[src/rtl/alu_cmd_driver.sv]
// Initiator for the packed-pin ALU: packs commands into alu_in, waits a settle time, returns alu_out.
// Defining ALU_CMD_CHECK_EN adds a golden-model checker with rsp_mismatch and err_sticky outputs.
module alu_cmd_driver #(
  parameter int SETTLE_CYCLES = 2,
  parameter int CNT_W         = 8
) (
  input  logic             clk,
  input  logic             rst,
  input  logic             cmd_valid,
  output logic             cmd_ready,
  input  logic [1:0]       cmd_a,
  input  logic [1:0]       cmd_b,
  input  logic [2:0]       cmd_op,
  input  logic             cmd_shamt,
  output logic [7:0]       alu_in,
  input  logic [7:0]       alu_out,
  output logic             rsp_valid,
  input  logic             rsp_ready,
  output logic [7:0]       rsp_data,
  output logic             busy,
  output logic [CNT_W-1:0] op_count
`ifdef ALU_CMD_CHECK_EN
  ,
  output logic             rsp_mismatch,
  output logic             err_sticky
`endif
);

  typedef enum logic [1:0] {IDLE, SETTLE, RESP} state_t;

  localparam logic [3:0] SETTLE_INIT = 4'(SETTLE_CYCLES - 1);

  state_t           state_q;
  logic [3:0]       cnt_q;
  logic [7:0]       alu_in_q;
  logic [7:0]       rsp_data_q;
  logic             rsp_valid_q;
  logic [CNT_W-1:0] op_count_q;
  logic [7:0]       pack_d;
  logic             rsp_hs_d;

  assign pack_d    = {cmd_shamt, cmd_op, cmd_b, cmd_a};
  assign rsp_hs_d  = rsp_valid_q & rsp_ready;
  // A response handshake frees the block in the same cycle, so a new command needs no IDLE bubble.
  assign cmd_ready = ~rst & ((state_q == IDLE) | ((state_q == RESP) & rsp_ready));

  always_ff @(posedge clk or posedge rst) begin
    if (rst) begin
      state_q     <= IDLE;
      cnt_q       <= 4'd0;
      alu_in_q    <= 8'h00;
      rsp_data_q  <= 8'h00;
      rsp_valid_q <= 1'b0;
      op_count_q  <= '0;
    end else begin
      case (state_q)
        IDLE: begin
          if (cmd_valid) begin
            alu_in_q <= pack_d;
            cnt_q    <= SETTLE_INIT;
            state_q  <= SETTLE;
          end
        end
        SETTLE: begin
          if (cnt_q == 4'd0) begin
            rsp_data_q  <= alu_out;
            rsp_valid_q <= 1'b1;
            state_q     <= RESP;
          end else begin
            cnt_q <= cnt_q - 4'd1;
          end
        end
        RESP: begin
          if (rsp_hs_d) begin
            op_count_q  <= op_count_q + CNT_W'(1);
            rsp_valid_q <= 1'b0;
            if (cmd_valid) begin
              alu_in_q <= pack_d;
              cnt_q    <= SETTLE_INIT;
              state_q  <= SETTLE;
            end else begin
              state_q <= IDLE;
            end
          end
        end
        default: state_q <= IDLE;
      endcase
    end
  end

  assign alu_in    = alu_in_q;
  assign rsp_valid = rsp_valid_q;
  assign rsp_data  = rsp_data_q;
  assign busy      = (state_q != IDLE);
  assign op_count  = op_count_q;

`ifdef ALU_CMD_CHECK_EN
  // Reference ALU: 8-bit zero-extended operands, odd opcodes subtract.
  function automatic logic [7:0] golden(input logic [7:0] in);
    logic [7:0] a;
    logic [7:0] b;
    logic [7:0] r;
    logic [2:0] op;
    logic       sub;
    logic [8:0] s;
    a   = {6'b0, in[1:0]};
    b   = {6'b0, in[3:2]};
    op  = in[6:4];
    sub = op[0];
    s   = {1'b0, a} + {1'b0, (sub ? ~b : b)} + {8'b0, sub};
    case (op)
      3'b000, 3'b001: r = s[7:0];
      3'b010:         r = a & b;
      3'b011:         r = a | b;
      3'b100, 3'b101: r = s[7:0] << in[7];
      default:        r = s[7:0] >> in[7];
    endcase
    return {1'b0, r[7], (r == 8'd0), s[8] & (op != 3'b010), r[3:0]};
  endfunction

  logic mismatch_q;
  logic err_q;

  always_ff @(posedge clk or posedge rst) begin
    if (rst) begin
      mismatch_q <= 1'b0;
      err_q      <= 1'b0;
    end else begin
      if ((state_q == SETTLE) && (cnt_q == 4'd0)) begin
        mismatch_q <= (golden(alu_in_q) != alu_out);
      end
      if (rsp_hs_d && mismatch_q) begin
        err_q <= 1'b1;
      end
    end
  end

  assign rsp_mismatch = rsp_valid_q & mismatch_q;
  assign err_sticky   = err_q;
`endif

endmodule

[config.mk]
export PLATFORM = sky130hd
export DESIGN_NAME = alu_cmd_driver
export DESIGN_NICKNAME = d
export VERILOG_FILES = /design/src/rtl/alu_cmd_driver.sv
export SDC_FILE = /design/constraint.sdc
export NUM_CORES = 1
export LEC_CHECK = 0
export ABC_AREA = 1
export BUFFER_PORTS_ARGS = -buffer_cell sky130_fd_sc_hd__buf_2
export CORE_MARGIN = 2
export CORE_UTILIZATION = 45
export DETAILED_ROUTE_END_ITERATION = 8
export PLACE_DENSITY_LB_ADDON = 0.05
export REMOVE_ABC_BUFFERS = 1
export SLEW_MARGIN = 20
export SYNTH_ARGS = -nofsm -noshare
export SYNTH_HDL_FRONTEND = slang
export SYNTH_SLANG_ARGS = --single-unit
[constraint.sdc]
create_clock -name clk -period 1.39 [get_ports clk]
set_clock_uncertainty 0.1 [all_clocks]
set_input_delay 0.2085 -clock clk [delete_from_list [all_inputs] [get_ports clk]]
set_output_delay 0.2085 -clock clk [all_outputs]
set_load 0.05 [all_outputs]
==> results.md <==
* Mux contribution to synthesized area at 0
* # setup viols final at 1
* Htree depth at 2
* Unrepaired setup endpoints after global routing: yes
* Slew margin rel. at 0.831
* Post-synthesis adder-cell area fraction at 0.0256
* Final core utilization at 0.639
* Routability cong. at 0.808
* Required time of the critical path at about 1.1 ns
* DR vias/cell at 4.62
* Final Net Count at ~260
* Avg Inst Size Synth at a little under 9 µm²
* Die H at 61.1 µm
* Tcrit/Tclk final at 1.05
* Register area share after synthesis at 0.529
* IO Count at 47
* Post-synthesis xor/xnor area fraction at 0.0239
* Clock sink total at 31
* Maximum VDD drop at 1.24 mV
* Register share of total power at 0.309
* Root buffer cell: clkbuf_4
* # Max-Cap Violations at 0
* Startpoint types: flip-flop
* GRT Util Overall at 0.179
* Mapped Area at 0.00147 mm²
* Final slew viol count at 0
* Failing checks: setup timing
* Die footprint at 0.00373 mm²
* Cts bufs inserted at 5
* Vias in the first global route at ~1.2k
* Largest net degree at the start of global routing at 20
* Clk buf depth at 2
* Die W at approximately 60 µm
* WL final at ~3 mm
* Crit path time final at 1.46 ns
* Ys async rst share at 1.00
* Core box area at 0.00308 mm²
* P_int at between 0.002 and 0.0025 W
* Critical Setup Path Class: reg2out
* Global-route wire length before repair at 4.84 mm
* Post-synth EDFFs at 0
* Setup ws final at -0.0681 ns
* # DRC at 0
* Setup TNS Final at -0.0681 ns
* Arrival time of the worst setup path at 1.15 ns
* Sw Share at 0.522
* Vias after detailed routing at 1,285
* Diodes inserted at 0
* Grt total ovfl at 0
* Clock power frac at 0.102
* Reg2Reg Setup Slack at 0.08 ns
* Pwr Density at 2420 mW/mm²
* Total power at 0.00475 W
* CTS tree: done
* Worst Tran Pin Value at 0.255 ns
* FF+latch count, synth at 31
* Gate Count Post-Synth at 168
* Post-synthesis compound-gate area fraction at 0.0793
* Largest family of logic cells by synthesized area: simple AND/OR/NAND/NOR gates
* Clock Pin Slew Worst Setup and Hold Paths at 0.10 ns
* Initial antenna violation count at 0
* Post-synthesis simple-gate area fraction at 0.274
* Main synth FF type: dfrtp_1
* Post-synth cell types at 19
* Synth Warn # at 0
* Drt first pass iters at 2
* CP Capture Type: primary output
* HP Class: in2reg
* Number of port buffers at 46
* DP Wirelength at 2.15 mm
* DRT iter0 DRCs at 49
* Post-route ant nets at 0
* CP max FO at 3
* NetSw at 0.00248 W
* Status: complete, but fails checks
* Initial core utilization at 0.477
* Pre-CTS setup slack at 0.0474 ns
* Core Rows at 20
* Post-route insts no fill at around 280
* Max Clk Rate at slightly below 700 MHz
* Worst skew pair latency at roughly 0.32 ns
* Placed instance count at 263
* Combinational power share at 0.589
* Area Overhead vs Synth at 34.0%
* Share of cells above drive strength 1 at 0.397
* Routed wire length per instance at 10.8 µm
* LEAKAGE at 1.06 nW
* Final Hold Fails at 0
[timing repair]
item / in CTS / in global routing
hold buffers: 1 / 0
endpoints found under the hold margin: 31 / 0
cloned: 0 / 1
buffers inserted: 3 / 2
setup endpoints to repair: 2 / 23
pin swaps: 1 / 8
resized for setup: 5 / 22
[cells in the final DEF (no fill, tap or decap), types with 3 or more instances in the layout]
cell,instances
buf_2,38
buf_4,12
clkbuf_4,10
dfrtp_1,31
inv_1,20
inv_2,4
nand2_1,58
nand2_2,4
nand3_1,13
nor2_1,7
o21ai_2,13
xnor2_1,3
[power by group through the flow]
stage	Clock (W)	Combinational, W	Sequential, W
global placement	0	0.00250	0.00146
floorplan	0	0.00100	0.00242
global route	0.000566	0.00302	0.00151
CTS	0.000508	0.00264	0.00146
detailed placement	0	0.00255	0.00148
finish	0.000487	0.00280	0.00147
[cells in the mapped netlist, types with 2 or more instances]
library cell   n  area, µm²
nand2_1       62        233
dfrtp_1       31        776
inv_1         23       86.3
nand3_1       13       65.1
o21ai_2       11       96.3
nor2_1         8       30.0
ha_1           3       37.5
xnor2_1        3       26.3
nand2_4        2       22.5
o21ai_0        2       10.0
o21ai_1        2       10.0
[critical path, cell delays in order, from the launching register on]
cell,delay [ns]
dfrtp_1,0.40
inv_2,0.08
o21ai_2,0.05
nor2_1,0.12
buf_6,0.18
[metrics by stage]
step,hold slack [ns],cell area (µm²)
5_1_grt,0.000248,1970
2_1_floorplan,0.212,1460
4_1_cts,0.00695,1880
3_3_place_gp,0.134,1790
6_report,0.0144,1970
3_5_place_dp,0.155,1790
[metal layers]
metal / up-vias / share of wire / wire [µm] / GRT usage
li1: 652 / - / - / -
met1: 599 / 0.42 / 1250 / 0.206
met2: 30 / 0.52 / 1560 / 0.313
met3: 4 / 0.049 / 148 / 0.0441
met4: 0 / 0.010 / 31 / 0.0839
met5: - / 0 / 0 / 0
[cells by family after synthesis]
family | count (synthesis)
AO/OA/AOI/OAI | 15
XOR/XNOR | 4
flip-flops | 31
buffers and inverters | 25
adder cells (fa/ha/maj) | 3
AND/OR/NAND/NOR | 90
[layout make-up]
| type | count | area [µm²] |
|---|---|---|
| Clock buffer | 7 | 45.0 |
| Clock inverter | 1 | 5.00 |
| Fill cell | 299 | 1110 |
| Inverter | 24 | 90.1 |
| Multi-Input combinational cell | 113 | 646 |
| Sequential cell | 31 | 776 |
| Tap cell | 44 | 55.1 |
| Timing Repair Buffer | 58 | 350 |
[sequential cells by signal (all words and copies together), names as in the netlist]
| register | cells |
|---|---|
| rsp_data | 8 |
| alu_in | 8 |
| rsp_valid | 1 |
| state_q | 2 |
| op_count | 8 |
| cnt_q | 4 |
[path summary, 6_finish.rpt]
kind	startpoint	to	depth (start not counted)
max	state_q[1]	cmd_ready	4
min	cmd_op[0]	alu_in[4]	3
max reg2reg	cnt_q[1]	cnt_q[2]	7
min reg2reg	alu_in[5]	alu_in[5]	2
max in group asynchronous	rst	rsp_data[4]	4
min in group asynchronous	rst	alu_in[2]	4
Note: power is estimated with default switching activity, not from simulation.
